$ cat src/rtl/spi_reg_pkg.sv
// Shared constants, frame geometry and FSM state encoding for the SPI register bank.
package spi_reg_pkg;

    localparam int unsigned SPI_ADDR_W = 8;
    localparam int unsigned SPI_DATA_W = 8;
    localparam int unsigned FRAME_W    = SPI_ADDR_W + SPI_DATA_W;
    localparam int unsigned READ_FLAG  = SPI_ADDR_W - 1;

    localparam int unsigned REG_LED = 7;
    localparam int unsigned REG_MUX = 8;
    localparam int unsigned REG_DAC = 9;

    typedef enum logic [2:0] {
        IDLE       = 3'd0,
        SHIFT_ADDR = 3'd1,
        SHIFT_DATA = 3'd2,
        DONE       = 3'd3,
        OVERRUN    = 3'd4
    } state_t;

endpackage

$ cat src/rtl/spi_sync_edge.sv
// Two-flop synchroniser for an asynchronous pin with registered rise/fall pulses.
// level, rise and fall all change on the same clk edge, three clocks after the pin.
module spi_sync_edge (
    input  logic clk,
    input  logic rst_n,
    input  logic din,
    output logic level,
    output logic rise,
    output logic fall
);

    logic [1:0] sync;

    always_ff @(posedge clk) begin
        if (!rst_n) begin
            sync  <= 2'b00;
            level <= 1'b0;
            rise  <= 1'b0;
            fall  <= 1'b0;
        end else begin
            sync  <= {sync[0], din};
            level <= sync[1];
            rise  <= sync[1] & ~level;
            fall  <= ~sync[1] & level;
        end
    end

endmodule

$ cat src/rtl/spi_reg_bank.sv
// SPI mode-1 slave register bank with peripheral CS/MISO pass-through router.
// Build option: define SPI_REG_READBACK_EN to shift register contents out on read frames.
module spi_reg_bank
    import spi_reg_pkg::*;
#(
    parameter int unsigned ADDR_W     = SPI_ADDR_W,
    parameter int unsigned DATA_W     = SPI_DATA_W,
    parameter int unsigned NUM_REGS   = 16,
    parameter int unsigned NUM_PERIPH = 8,
    parameter int unsigned MUX_ADDR   = REG_MUX
) (
    input  logic                         clk,
    input  logic                         rst_n,
    input  logic                         spi_clk,
    input  logic                         spi_cs,
    input  logic                         spi_special,
    input  logic                         spi_mosi,
    output logic                         spi_miso,
    output logic [NUM_PERIPH-1:0]        periph_cs,
    input  logic [NUM_PERIPH-1:0]        periph_miso,
    output logic [NUM_REGS*DATA_W-1:0]   regs_flat,
    output logic [7:0]                   frame_err
);

    localparam int unsigned FRM_W = ADDR_W + DATA_W;
    localparam int unsigned IDX_W = ADDR_W - 1;
    localparam int unsigned CNT_W = $clog2(FRM_W + 2);

    // synchronised pin views
    logic sclk_rise, sclk_fall, unused_sclk_lvl;
    logic cs_rise, cs_fall, unused_cs_lvl;
    logic spec_lvl, spec_rise, unused_spec_fall;
    logic [2:0] mosi_sync;
    logic mosi;

    spi_sync_edge u_sync_sclk (
        .clk   (clk),
        .rst_n (rst_n),
        .din   (spi_clk),
        .level (unused_sclk_lvl),
        .rise  (sclk_rise),
        .fall  (sclk_fall)
    );

    spi_sync_edge u_sync_cs (
        .clk   (clk),
        .rst_n (rst_n),
        .din   (spi_cs),
        .level (unused_cs_lvl),
        .rise  (cs_rise),
        .fall  (cs_fall)
    );

    spi_sync_edge u_sync_spec (
        .clk   (clk),
        .rst_n (rst_n),
        .din   (spi_special),
        .level (spec_lvl),
        .rise  (spec_rise),
        .fall  (unused_spec_fall)
    );

    // MOSI gets one extra flop so it lines up with the edge pulses
    always_ff @(posedge clk) begin
        if (!rst_n) begin
            mosi_sync <= 3'b000;
        end else begin
            mosi_sync <= {mosi_sync[1:0], spi_mosi};
        end
    end

    assign mosi = mosi_sync[2];

    state_t state, state_next, state_shift;
    logic [CNT_W-1:0] cnt;
    logic [FRM_W-1:0] rx_shift;
    logic [7:0] err_q;
    logic [DATA_W-1:0] regs [NUM_REGS];

    logic             shift_c;
    logic             start_c;
    logic             latch_c;
    logic             abort_c;
    logic             err_c;
    logic             commit_c;
    logic [CNT_W-1:0] cnt_eff_c;
    logic [FRM_W-1:0] rx_eff_c;

    // state register
    always_ff @(posedge clk) begin
        if (!rst_n) begin
            state <= IDLE;
        end else begin
            state <= state_next;
        end
    end

    // next state: apply this clk's bit first, then the cs/special events
    always_comb begin
        state_shift = state;
        if (sclk_fall) begin
            case (state)
                SHIFT_ADDR: if (cnt == CNT_W'(ADDR_W - 1)) state_shift = SHIFT_DATA;
                SHIFT_DATA: if (cnt == CNT_W'(FRM_W - 1))  state_shift = DONE;
                DONE:       state_shift = OVERRUN;
                default:    state_shift = state;
            endcase
        end
        state_next = state_shift;
        if ((state != IDLE) && spec_rise) begin
            state_next = IDLE;
        end else if (cs_rise) begin
            state_next = IDLE;
        end else if ((state == IDLE) && cs_fall && !spec_lvl) begin
            state_next = SHIFT_ADDR;
        end
    end

    // control strobes and post-shift datapath views
    always_comb begin
        shift_c   = sclk_fall && (state != IDLE);
        start_c   = (state == IDLE) && cs_fall && !spec_lvl;
        latch_c   = shift_c && (state == SHIFT_ADDR) && (state_shift == SHIFT_DATA);
        abort_c   = (state != IDLE) && spec_rise;
        cnt_eff_c = cnt;
        rx_eff_c  = rx_shift;
        if (shift_c) begin
            cnt_eff_c = (cnt == '1) ? cnt : cnt + CNT_W'(1);
            rx_eff_c  = {rx_shift[FRM_W-2:0], mosi};
        end
        err_c    = abort_c || (cs_rise && ((state_shift == SHIFT_ADDR) ||
                                           (state_shift == SHIFT_DATA) ||
                                           (state_shift == OVERRUN)));
        commit_c = !abort_c && cs_rise && (state_shift == DONE) &&
                   (cnt_eff_c == CNT_W'(FRM_W)) && !rx_eff_c[FRM_W-1];
    end

    // frame datapath, error counter and register file
    always_ff @(posedge clk) begin
        if (!rst_n) begin
            cnt      <= '0;
            rx_shift <= '0;
            err_q    <= 8'h00;
            for (int unsigned i = 0; i < NUM_REGS; i++) begin
                regs[i] <= '0;
            end
        end else begin
            cnt      <= start_c ? '0 : cnt_eff_c;
            rx_shift <= rx_eff_c;
            if (err_c && (err_q != 8'hFF)) begin
                err_q <= err_q + 8'h01;
            end
            for (int unsigned i = 0; i < NUM_REGS; i++) begin
                if (commit_c && (rx_eff_c[FRM_W-2:DATA_W] == IDX_W'(i))) begin
                    regs[i] <= rx_eff_c[DATA_W-1:0];
                end
            end
        end
    end

    logic bank_miso;

`ifdef SPI_REG_READBACK_EN
    logic [DATA_W-1:0] tx_shift;
    logic [DATA_W-1:0] rd_val_c;
    logic              miso_q;

    // out-of-range index reads as zero
    always_comb begin
        rd_val_c = '0;
        for (int unsigned i = 0; i < NUM_REGS; i++) begin
            if (rx_eff_c[ADDR_W-2:0] == IDX_W'(i)) begin
                rd_val_c = regs[i];
            end
        end
    end

    always_ff @(posedge clk) begin
        if (!rst_n) begin
            tx_shift <= '0;
            miso_q   <= 1'b0;
        end else if (state == IDLE) begin
            tx_shift <= '0;
            miso_q   <= 1'b0;
        end else if (latch_c) begin
            tx_shift <= rx_eff_c[ADDR_W-1] ? rd_val_c : '0;
        end else if (sclk_rise && (state == SHIFT_DATA)) begin
            miso_q   <= tx_shift[DATA_W-1];
            tx_shift <= {tx_shift[DATA_W-2:0], 1'b0};
        end
    end

    assign bank_miso = miso_q;
`else
    logic unused_readback;
    assign unused_readback = sclk_rise | latch_c;
    assign bank_miso       = 1'b0;
`endif

    // pass-through router, purely combinational from the raw pins
    logic [NUM_PERIPH-1:0] mux;

    always_comb begin
        mux = regs[MUX_ADDR][NUM_PERIPH-1:0];
        if (spi_special) begin
            periph_cs = ~(mux & {NUM_PERIPH{~spi_cs}});
            spi_miso  = |(mux & periph_miso);
        end else begin
            periph_cs = '1;
            spi_miso  = bank_miso;
        end
    end

    always_comb begin
        regs_flat = '0;
        for (int unsigned i = 0; i < NUM_REGS; i++) begin
            regs_flat[i*DATA_W +: DATA_W] = regs[i];
        end
    end

    assign frame_err = err_q;

endmodule
$ cat config.mk
export PLATFORM = sky130hd
export DESIGN_NAME = spi_reg_bank
export DESIGN_NICKNAME = d
export VERILOG_FILES = /design/src/rtl/spi_reg_pkg.sv /design/src/rtl/spi_sync_edge.sv /design/src/rtl/spi_reg_bank.sv
export SDC_FILE = /design/constraint.sdc
export NUM_CORES = 1
export LEC_CHECK = 0
export CAP_MARGIN = 0
export CORE_MARGIN = 2
export CORE_UTILIZATION = 50
export CTS_BUF_LIST = sky130_fd_sc_hd__clkbuf_8
export DETAILED_ROUTE_END_ITERATION = 7
export PLACE_DENSITY = 0.92
export SLEW_MARGIN = 5
export SYNTH_ARGS = -nofsm -noshare
export SYNTH_HDL_FRONTEND = slang
export SYNTH_SLANG_ARGS = --single-unit
$ cat constraint.sdc
create_clock -name clk -period 4.19 [get_ports clk]
set_input_delay 1.257 -clock clk [delete_from_list [all_inputs] [get_ports clk]]
set_output_delay 1.257 -clock clk [all_outputs]
set_load 0.005 [all_outputs]
==> results of run 1 <==
## synthesized netlist by cell type, drive strengths merged (2+ instances only)
library cell	instances
a32oi	2
buf	7
nor2b	7
and3	4
dfxtp	48
or3	2
inv	24
clkbuf	27
a21o	2
or3b	2
or4	6
and2	12
ha	2
a2bb2oi	2
nand3	9
nor3	52
o21ai	18
nor2	36
o211a	2
nand2	53
o41ai	3
edfxtp	128
nor3b	2
o311ai	5
a21boi	2
a21oi	20
nand2b	9
nand3b	2
nor4	3
nand4	10
o31ai	5
mux2i	9
a22oi	5
## stage by stage
step,hold slack (ns),instance area [um2],power [mW]
2_1_floorplan,0.383,6790,2.03
3_3_place_gp,0.392,8660,2.17
3_5_place_dp,0.394,8660,2.18
4_1_cts,0.424,9040,3.25
5_1_grt,0.451,9040,3.34
6_report,0.425,9040,3.24
## registers in the layout (all words and copies together) (netlist names), 2 cells and up
register	count
cnt	5
u_sync_cs.sync	2
u_sync_spec.sync	2
state	3
frame_err	8
rx_shift	16
regs	128
u_sync_sclk.sync	2
mosi_sync	3
## metal layers
layer	up-vias	GRT usage	routed length (um)
li1	2312	-	-
met1	2519	0.281	6320
met2	377	0.407	9030
met3	38	0.0524	1470
met4	0	0.106	455
met5	-	0	0
## path summary, 6_finish.rpt
check                                startpoint              to  slack (ns)  cells after the start
worst max-delay path                spi_special    periph_cs[2]        0.31                      6
worst min-delay path            u_sync_cs.level  u_sync_cs.rise        0.42                      1
worst max register to register         state[0]     regs[0][36]        0.67                      6
worst min register to register  u_sync_cs.level  u_sync_cs.rise        0.42                      1
## kinds of logic (layout without fill, tap and decap cells)
family                     Yosys count  after routing  share of synthesized area
buffers and inverters               59            243                     0.0337
and+or+nand+nor                    213            213                      0.162
muxes                                9              9                     0.0133
DFF                                176            176                      0.708
AOI/OAI and AO/OA                   77             77                     0.0797
adders and majority gates            2              2                    0.00369
## cell usage in the layout (no fill, tap or decap), types with 9 or more instances in the layout
cell type | netlist | routed
nand2_1 | 53 | 53
clkbuf_8 | 0 | 17
dfxtp_1 | 48 | 48
nor3_1 | 50 | 50
a21oi_1 | 20 | 20
buf_4 | 0 | 28
o21ai_0 | 16 | 16
edfxtp_1 | 128 | 128
mux2i_1 | 9 | 9
nor2_1 | 36 | 36
inv_1 | 24 | 24
and2_1 | 12 | 12
nand2b_1 | 9 | 9
nand3_1 | 9 | 9
clkdlybuf4s50_1 | 0 | 158
## power groups by stage
stage / Combinational, mW / Clock (mW) / Sequential (mW)
floorplan: 0.0526 / 0 / 1.97
global placement: 0.190 / 0 / 1.98
detailed placement: 0.197 / 0 / 1.98
CTS: 0.199 / 1.11 / 1.94
global route: 0.210 / 1.18 / 1.95
finish: 0.198 / 1.10 / 1.94
## area by class of cell
class	count	area [um2]
Fill cell	827	4200
Tap cell	176	220
Timing Repair Buffer	186	1790
Clock buffer	17	234
Multi-Input combinational cell	301	1750
Sequential cell	176	4800
Inverter	25	93.8
Clock inverter	15	143
==> flow_summary.json, run 1 <==
{
  "status": "complete, but fails checks",
  "violations": "design-rule violations",
  "drv_slew": 0,
  "swShare": 0.238,
  "wire_per_inst_um": 19.3,
  "portBuffers": 158,
  "rsz0062_at_grt": "false",
  "hp-class": "register to register",
  "finalWorstPathRequiredPeriod_ns": 3.88,
  "dr.pass1.iters": 7,
  "yosysWarnings": 0,
  "tns_ns": 0,
  "core_um2": 13200,
  "n_antenna_cell": 0,
  "yosysSeqAreaShare": 0.708,
  "peakVddDrop_uv": 175,
  "switchingPower_uw": 770,
  "synth_area_leaders": "edfxtp_1, dfxtp_1, nor3_1, nand2_1, nor2_1",
  "skew_ns": 0.0247,
  "cts_resized": 0,
  "placedCellCount": 864,
  "hold_viol": 0,
  "max_freq_mhz": 258,
  "critical-path-slowest-cell": "clkdlybuf4s50_1",
  "dp_hpwl_mm": 11.6,
  "die_width_um": 121,
  "layout-drive-gt1-share": 0.0931,
  "gp_congestion": 0.854,
  "maxCapViolCount": 0,
  "critPathMaxStageDelay_ns": 0.48,
  "p_per_area_nw_per_um2": 358,
  "final_util": 0.683,
  "cts.sinks": 176,
  "grt_usage": 0.235,
  "grt_pass1_vias": 4929,
  "pwr-share-comb": 0.061,
  "layout.nets": 723,
  "end_kind": "output port",
  "viasPerCell": 5.85,
  "area_growth_syn_to_layout_pct": 33.2,
  "grt_max_degree": 27,
  "cts_hold_buf": 0,
  "synth_seq_cells": 176,
  "numCtsBuffers": 17,
  "preCtsSetupSlack_ns": 0.294,
  "worstPathBufferInverterCount": 4,
  "first_iter_violations": 795,
  "synth_area_um2": 6790,
  "pwr-share-clk": 0.340,
  "grt_pass1_wl_mm": 26.0,
  "relSlewSlack": 0.272,
  "setup_slack_ns": 0.310,
  "insertion_delay_ns": 0.47,
  "pwr-share-seq": 0.599,
  "die_h_um": 121,
  "post-cts-setup-buffers": 0,
  "antenna_found_initial": 0,
  "final_cells": 896,
  "pin_count": 159,
  "path_cells": "clkdlybuf4s50_1 -> inv_1 -> nor2_1 -> buf_4 -> nand2_1 -> clkdlybuf4s50_1",
  "synth_nets": 552,
  "cp.required_ns": 2.93,
  "root_buffer": "clkbuf_8",
  "synth-edff-count": 128,
  "dieArea_um2": 14500,
  "synth_top_area_cell": "edfxtp_1",
  "grt.overflow.total": 0,
  "start_util": 0.512,
  "crit_arrival_ns": 2.62,
  "synth_top_area_frac": 0.566,
  "internal_power_mw": 2.47,
  "route.detailed.drc": 2,
  "path_max_fanout": 8,
  "start_kind": "input port",
  "antenna_left": 0,
  "p_leak_nw": 3.21,
  "cts.clk_slew.worst_paths_ns": 0.10,
  "yosys_most_used_dff": "edfxtp_1",
  "worstMarginPinSlew_ns": 1.09,
  "cp_common_cell": "clkdlybuf4s50_1",
  "cts_tree": "built",
  "yosysUniqueCellTypes": 57,
  "num_rows": 42,
  "fin_crit_sh": 0.926,
  "crit_type": "input port to output port",
  "h-tree-depth": 4,
  "vias": 5246,
  "async_reset_ff_frac": 0,
  "clockBufferDepth": 2,
  "synth_area_per_cell_um2": 12.7,
  "setup_violations": 0,
  "drt-total-wl_mm": 17.3,
  "critPathTopFamily": "buffers and inverters",
  "syn_inst": 536
}
(Power assumes the default switching activity.)
==> run 2, diff against run 1 <==
--- a/config.mk
+++ b/config.mk
@@ -9,6 +9,7 @@
 export CORE_MARGIN = 2
 export CORE_UTILIZATION = 50
 export CTS_BUF_LIST = sky130_fd_sc_hd__clkbuf_8
+export CTS_CLUSTER_DIAMETER = 60
 export DETAILED_ROUTE_END_ITERATION = 7
 export PLACE_DENSITY = 0.92
 export SLEW_MARGIN = 5
==> results of run 2 <==
Final layout, timing and power as in run 1 (identical DEF).
